**src/rtl/lcd_timing_ctrl_pkg.sv**
```systemverilog
// Shared video types: LCD mode encoding, default scanline timing and the
// helper that maps a (dot, line) position onto the mode it belongs to.
package lcd_timing_ctrl_pkg;

  typedef enum logic [1:0] {
    MODE_HBLANK = 2'd0,
    MODE_VBLANK = 2'd1,
    MODE_OAM    = 2'd2,
    MODE_XFER   = 2'd3
  } lcd_mode_e;

  localparam int LCD_DOTS_PER_LINE = 456;
  localparam int LCD_OAM_DOTS      = 80;
  localparam int LCD_XFER_DOTS     = 172;
  localparam int LCD_VISIBLE_LINES = 144;
  localparam int LCD_VBLANK_LINES  = 10;
  localparam int LCD_LINES         = LCD_VISIBLE_LINES + LCD_VBLANK_LINES;

  // xferEnd is the first dot of HBlank, i.e. OAM length plus transfer length.
  function automatic lcd_mode_e lcd_mode_for(input logic [8:0] dot,
                                             input logic [8:0] oamEnd,
                                             input logic [8:0] xferEnd,
                                             input logic       visible);
    lcd_mode_e m;
    if (!visible)           m = MODE_VBLANK;
    else if (dot < oamEnd)  m = MODE_OAM;
    else if (dot < xferEnd) m = MODE_XFER;
    else                    m = MODE_HBLANK;
    return m;
  endfunction

endpackage

```
**src/rtl/lcd_timing_ctrl_if.sv**
```systemverilog
// Control/status bundle between the CPU-facing register block and the LCD
// timing controller.
interface lcd_timing_ctrl_if;

  logic       dot_en;
  logic       lcd_enable;
  logic [7:0] lyc;
  logic [3:0] stat_ie;
  logic [7:0] ly;
  logic [1:0] mode;
  logic       coincidence;
  logic       drawline;
  logic       vblank_irq;
  logic       stat_irq;

  modport master (
    output dot_en, lcd_enable, lyc, stat_ie,
    input  ly, mode, coincidence, drawline, vblank_irq, stat_irq
  );

  modport slave (
    input  dot_en, lcd_enable, lyc, stat_ie,
    output ly, mode, coincidence, drawline, vblank_irq, stat_irq
  );

endinterface

```
**src/rtl/lcd_stat_irq.sv**
```systemverilog
// STAT interrupt line: OR of the enabled sources, with a rising-edge detector
// so a source hand-over while the line stays high does not re-fire.
module lcd_stat_irq
  import lcd_timing_ctrl_pkg::*;
(
  input  logic      clk,
  input  logic      reset,
  input  logic      active_i,
  input  lcd_mode_e mode_i,
  input  logic      coincidence_i,
  input  logic [3:0] stat_ie_i,
  output logic      stat_irq_o
);

  logic line_d;
  logic line_q;
  logic irq_q;

  // Sources are the next-state mode/coincidence so the pulse lines up with the mode change.
  always_comb begin
    line_d = active_i & ((stat_ie_i[0] & (mode_i == MODE_HBLANK)) |
                         (stat_ie_i[1] & (mode_i == MODE_VBLANK)) |
                         (stat_ie_i[2] & (mode_i == MODE_OAM))    |
                         (stat_ie_i[3] & coincidence_i));
  end

  always_ff @(posedge clk) begin
    if (reset) begin
      line_q <= 1'b0;
      irq_q  <= 1'b0;
    end else begin
      line_q <= line_d;
      irq_q  <= line_d & ~line_q;
    end
  end

  assign stat_irq_o = irq_q;

endmodule

```
**src/rtl/lcd_timing_ctrl.sv**
```systemverilog
// LCD scanline timing: dot/line counters, mode decode, coincidence and the
// drawline / VBlank / STAT pulses, all registered on the dot strobe.
module lcd_timing_ctrl
  import lcd_timing_ctrl_pkg::*;
#(
  parameter int DOTS_PER_LINE = LCD_DOTS_PER_LINE,
  parameter int OAM_DOTS      = LCD_OAM_DOTS,
  parameter int XFER_DOTS     = LCD_XFER_DOTS,
  parameter int VISIBLE_LINES = LCD_VISIBLE_LINES,
  parameter int TOTAL_LINES   = LCD_LINES
) (
  input logic         clk,
  input logic         reset,
  lcd_timing_ctrl_if.slave bus
);

  localparam logic [8:0] DOT_LAST = 9'(DOTS_PER_LINE - 1);
  localparam logic [8:0] OAM_END  = 9'(OAM_DOTS);
  localparam logic [8:0] XFER_END = 9'(OAM_DOTS + XFER_DOTS);
  localparam logic [7:0] LY_VIS   = 8'(VISIBLE_LINES);
  localparam logic [7:0] LY_LAST  = 8'(TOTAL_LINES - 1);

  logic [8:0] dot_q, dot_d;
  logic [7:0] ly_q, ly_d;
  lcd_mode_e  mode_q, mode_d;
  logic       on_q, on_d;
  logic       coin_q, coin_d;
  logic       drawline_q, drawline_d;
  logic       vblank_q, vblank_d;
  logic       statIrq;

  // on_q remembers whether the display was running last edge, so a 0->1 on
  // lcd_enable spends one edge restarting the frame at line 0 in OAM.
  always_comb begin
    dot_d      = dot_q;
    ly_d       = ly_q;
    mode_d     = mode_q;
    on_d       = on_q;
    drawline_d = 1'b0;
    vblank_d   = 1'b0;
    if (!bus.lcd_enable) begin
      dot_d  = '0;
      ly_d   = '0;
      mode_d = MODE_HBLANK;
      on_d   = 1'b0;
    end else if (!on_q) begin
      dot_d  = '0;
      ly_d   = '0;
      mode_d = MODE_OAM;
      on_d   = 1'b1;
    end else if (bus.dot_en) begin
      if (dot_q == DOT_LAST) begin
        dot_d = '0;
        ly_d  = (ly_q == LY_LAST) ? 8'd0 : ly_q + 8'd1;
      end else begin
        dot_d = dot_q + 9'd1;
      end
      mode_d     = lcd_mode_for(dot_d, OAM_END, XFER_END, ly_d < LY_VIS);
      drawline_d = (mode_q == MODE_XFER) && (mode_d == MODE_HBLANK);
      vblank_d   = (ly_q == LY_VIS - 8'd1) && (ly_d == LY_VIS);
    end
    coin_d = (ly_d == bus.lyc);
  end

  always_ff @(posedge clk) begin
    if (reset) begin
      dot_q      <= '0;
      ly_q       <= '0;
      mode_q     <= MODE_OAM;
      on_q       <= 1'b1;
      coin_q     <= 1'b0;
      drawline_q <= 1'b0;
      vblank_q   <= 1'b0;
    end else begin
      dot_q      <= dot_d;
      ly_q       <= ly_d;
      mode_q     <= mode_d;
      on_q       <= on_d;
      coin_q     <= coin_d;
      drawline_q <= drawline_d;
      vblank_q   <= vblank_d;
    end
  end

  lcd_stat_irq u_stat_irq (
    .clk          (clk),
    .reset        (reset),
    .active_i     (bus.lcd_enable),
    .mode_i       (mode_d),
    .coincidence_i(coin_d),
    .stat_ie_i    (bus.stat_ie),
    .stat_irq_o   (statIrq)
  );

  assign bus.ly          = ly_q;
  assign bus.mode        = mode_q;
  assign bus.coincidence = coin_q;
  assign bus.drawline    = drawline_q;
  assign bus.vblank_irq  = vblank_q;
  assign bus.stat_irq    = statIrq;

endmodule
```
**src/flat_wrapper.sv**
```systemverilog
// flat-port wrapper written by rule: the top's interface ports become plain ports
module lcd_timing_ctrl_flat import lcd_timing_ctrl_pkg::*;
#(
  parameter int DOTS_PER_LINE = LCD_DOTS_PER_LINE,
  parameter int OAM_DOTS      = LCD_OAM_DOTS,
  parameter int XFER_DOTS     = LCD_XFER_DOTS,
  parameter int VISIBLE_LINES = LCD_VISIBLE_LINES,
  parameter int TOTAL_LINES   = LCD_LINES
)
  (clk, reset, bus_dot_en, bus_lcd_enable, bus_lyc, bus_stat_ie, bus_ly, bus_mode, bus_coincidence, bus_drawline, bus_vblank_irq, bus_stat_irq);
  lcd_timing_ctrl_if bus_i ();
  input logic clk;
  input logic reset;
  input wire logic [$bits(bus_i.dot_en)-1:0] bus_dot_en;
  input wire logic [$bits(bus_i.lcd_enable)-1:0] bus_lcd_enable;
  input wire logic [$bits(bus_i.lyc)-1:0] bus_lyc;
  input wire logic [$bits(bus_i.stat_ie)-1:0] bus_stat_ie;
  output wire logic [$bits(bus_i.ly)-1:0] bus_ly;
  output wire logic [$bits(bus_i.mode)-1:0] bus_mode;
  output wire logic [$bits(bus_i.coincidence)-1:0] bus_coincidence;
  output wire logic [$bits(bus_i.drawline)-1:0] bus_drawline;
  output wire logic [$bits(bus_i.vblank_irq)-1:0] bus_vblank_irq;
  output wire logic [$bits(bus_i.stat_irq)-1:0] bus_stat_irq;
  assign bus_i.dot_en = bus_dot_en;
  assign bus_i.lcd_enable = bus_lcd_enable;
  assign bus_i.lyc = bus_lyc;
  assign bus_i.stat_ie = bus_stat_ie;
  assign bus_ly = bus_i.ly;
  assign bus_mode = bus_i.mode;
  assign bus_coincidence = bus_i.coincidence;
  assign bus_drawline = bus_i.drawline;
  assign bus_vblank_irq = bus_i.vblank_irq;
  assign bus_stat_irq = bus_i.stat_irq;
  lcd_timing_ctrl #(.DOTS_PER_LINE(DOTS_PER_LINE), .OAM_DOTS(OAM_DOTS), .XFER_DOTS(XFER_DOTS), .VISIBLE_LINES(VISIBLE_LINES), .TOTAL_LINES(TOTAL_LINES)) u_core (.clk(clk), .reset(reset), .bus(bus_i));
endmodule
```
**config.mk**
```make
export PLATFORM = sky130hd
export DESIGN_NAME = lcd_timing_ctrl_flat
export DESIGN_NICKNAME = d
export VERILOG_FILES = /design/src/rtl/lcd_timing_ctrl_pkg.sv /design/src/rtl/lcd_timing_ctrl_if.sv /design/src/rtl/lcd_stat_irq.sv /design/src/rtl/lcd_timing_ctrl.sv /design/src/flat_wrapper.sv
export SDC_FILE = /design/constraint.sdc
export NUM_CORES = 1
export LEC_CHECK = 0
export CORE_UTILIZATION = 57
export DETAILED_ROUTE_END_ITERATION = 8
export GPL_TIMING_DRIVEN = 0
export PLACE_DENSITY = 0.85
export SYNTH_ARGS = -nofsm -noshare
export SYNTH_HDL_FRONTEND = slang
export SYNTH_HIERARCHICAL = 1
export SYNTH_SLANG_ARGS = --single-unit
```
**constraint.sdc**
```tcl
create_clock -name clk -period 5.6 [get_ports clk]
set_clock_uncertainty 0.1 [all_clocks]
set_input_delay 0.84 -clock clk [delete_from_list [all_inputs] [get_ports clk]]
set_output_delay 0.84 -clock clk [all_outputs]
set_load 0.1 [all_outputs]
```
==> flow_summary.ini <==
[cells_and_area]
fin_area_um2 = 2170
antennaDiodeCount = 0
post-route-util_pct = 75.3
fin_nets = 279
regArea_um2 = 500
syn_to_final_growth_pct = 20.8
final_cell_mix = clkdlybuf4s50_1 (29), nor2_1 (29), dfxtp_1 (25)
drive_gt1_share_pct = 8.49
multi_input_area_um2 = 1190
fin_cells = 301
num-fill-cells = 245

[cts]
numClockSinks = 25
cts_resized = 0
cts_buffers = 3
post-cts-setup-buffer-count = 0
htreeDepth = 1
postCtsHoldBufs = 0
cts_tree = yes
cts_root_buf = clkbuf_4
clk_pin_slew_ps = 150
clk_latency_ps = 330
cts_buffer_depth = 2

[placement]
dpl-instance-area_um2 = 2140
place_worst_setup_slack_ps = 1880
port_buffers = 29
place_inst = 297
place_congestion = 0.899
dp_hpwl_um = 3200

[setup_path]
endpoint_kind = flip-flop
startpoint = bus_dot_en
r2r_slack_ps = 2380
endpoint = u_core/u_stat_irq/line_q$_SDFF_PP0_
ff2ff_path_depth = 11
startpoint_type = primary input
crit_arrival_ps = 3600
required_ps = 5770
rr_endpoint = u_core/u_stat_irq/stat_irq_o$_SDFF_PP0_
r2r-start = u_core/dot_q[0]$_SDFFE_PP0P_
path_class = in -> reg
worstPathMaxFanout = 10

[synth]
syn_area_per_cell_um2 = 7.94
ys_seq_area_share_pct = 27.9
synth_seq_cells = 25
ys_types = 50
yosysWarningCount = 6
synth_ff_type = dfxtp_1
synth_edf_count = 0
synth_area_leader_cell = dfxtp_1
netlist_area_um2 = 1790
synth_top_cell_area_share_pct = 27.9
synthTopCellsByArea = dfxtp_1 (28%), nor2_1 (6.1%), a21oi_1 (3.9%)
async_flop_share_pct = 0
synthesis.instances = 226
syn_nets = 245

[sta]
setup_viol = 0
hold_ws_ps = 401
fmax_mhz = 292
setup_ws_ps = 2170
fin_setup_tns_ps = 0
rsz0062_at_grt = false
slew_violations = 0
period_share_pct = 61.2
final_hold_viol_count = 0
tightest_slew_ps = 978
period_needed_ps = 3430
relSlewSlack_pct = 34.6

[power_and_ir_drop]
clkPwrFrac_pct = 26.8
switching_share_pct = 27.6
peakVddDrop_uv = 160
pwr-share-seq_pct = 57.7
p_sw_uw = 87.1
leakage_nw = 0.767
p_int_uw = 229
power_density_nw_per_um2 = 146
p_total_uw = 316
combPwrFrac_pct = 15.6

[global_routing]
grt_pass1_wl_um = 7100
grt_max_degree = 16
grt_usage_pct = 26.8
grt_pass1_vias = 1565
overflow = 0
antenna_found_initial = 0

[drt]
vias = 1799
drc = 0
drt-total-wl_um = 4150
first_iter_violations = 101
viasPerCell = 5.98
avgRoutedWirePerCell_um = 13.8
drtPass1Iterations = 4
ant_nets = 0

[floorplanning]
start_util_pct = 62.4
rows = 19
die_h_um = 58.1
core_area_um2 = 2880
die_x_um = 58.1
num_io_pins = 30
dieArea_um2 = 3380

[hold_path]
min-delay-start = u_core/bus.mode[0]$_SDFF_PP0_
hp-class = reg -> reg

[job]
maxCapViolCount = 0

[status]
outcome = complete, no violations
## power by group through the flow
stage / Sequential (mW) / Combinational (mW) / Clock (mW)
2_1_floorplan: 0.194 / 0.0200 / 0
3_3_place_gp: 0.186 / 0.0481 / 0
3_5_place_dp: 0.186 / 0.0488 / 0
4_1_cts: 0.182 / 0.0491 / 0.0880
5_1_grt: 0.182 / 0.0529 / 0.0960
6_report: 0.182 / 0.0491 / 0.0845
## critical path: stages
cell             delay (ps)
clkdlybuf4s50_1         550
buf_1                   450
nand4_1                 220
mux2i_1                 410
xor2_1                  200
nand4b_1                120
a32o_1                  280
nor3_1                  200
nand2_1                  90
o211ai_2                 70
and3b_1                 170
## kinds of logic after synthesis
kind of cell	count (synthesis)	share of synthesized area [%]
and+or+nand+nor	111	37.0
xor gates and xnor gates	13	6.35
adders and majority gates	3	2.09
AOI/OAI and AO/OA	42	15.5
DFF	25	27.9
buffers and inverters	23	6.00
muxes	9	5.16
## synth_stat cells, drive strengths merged, types with 7 or more instances
master,number
clkbuf,9
o21ai,9
nor2,29
inv,8
mux2i,7
nand3,11
a21oi,14
nand2,14
xnor2,7
nand4,7
nor4,8
nor3,10
dfxtp,25
## final cells by class
cell class	count	share of cell area, %
buffer	15	3.58
clock buffer	3	1.04
clock inverter	1	0.346
inverter	8	1.39
multi-input combinational	178	54.7
sequential	25	23.1
tap	42	2.42
timing repair buffer	29	13.4
## how the worst min path moves through the flow
stage	slack [ps]	end	depth (start not counted)
floorplan	380	u_core/dot_q[0]$_SDFFE_PP0P_	2
global placement	370	u_core/bus.drawline$_SDFF_PP0_	2
detailed placement	390	u_core/bus.drawline$_SDFF_PP0_	2
CTS	410	u_core/bus.drawline$_SDFF_PP0_	2
global route	420	u_core/bus.drawline$_SDFF_PP0_	2
finish	400	u_core/bus.drawline$_SDFF_PP0_	2
## flip-flops by register name, summed over array words and instances (netlist names)
register and count:
u_core/on_q 1, u_core/bus.mode 2, u_core/bus.drawline 1, u_core/dot_q 9, u_core/u_stat_irq/line_q 1, u_core/u_stat_irq/stat_irq_o 1, u_core/bus.ly 8, u_core/bus.vblank_irq 1
u_core/bus.coincidence 1
## layer usage
metal | up-vias | global-route usage (%) | wire length, um
met5 | - | 0 | 0
met4 | 0 | 5.44 | 40
met3 | 4 | 4.24 | 249
met2 | 70 | 42.4 | 1870
met1 | 828 | 38.8 | 1990
li1 | 897 | - | -
Note: power is estimated with default switching activity, not from simulation.
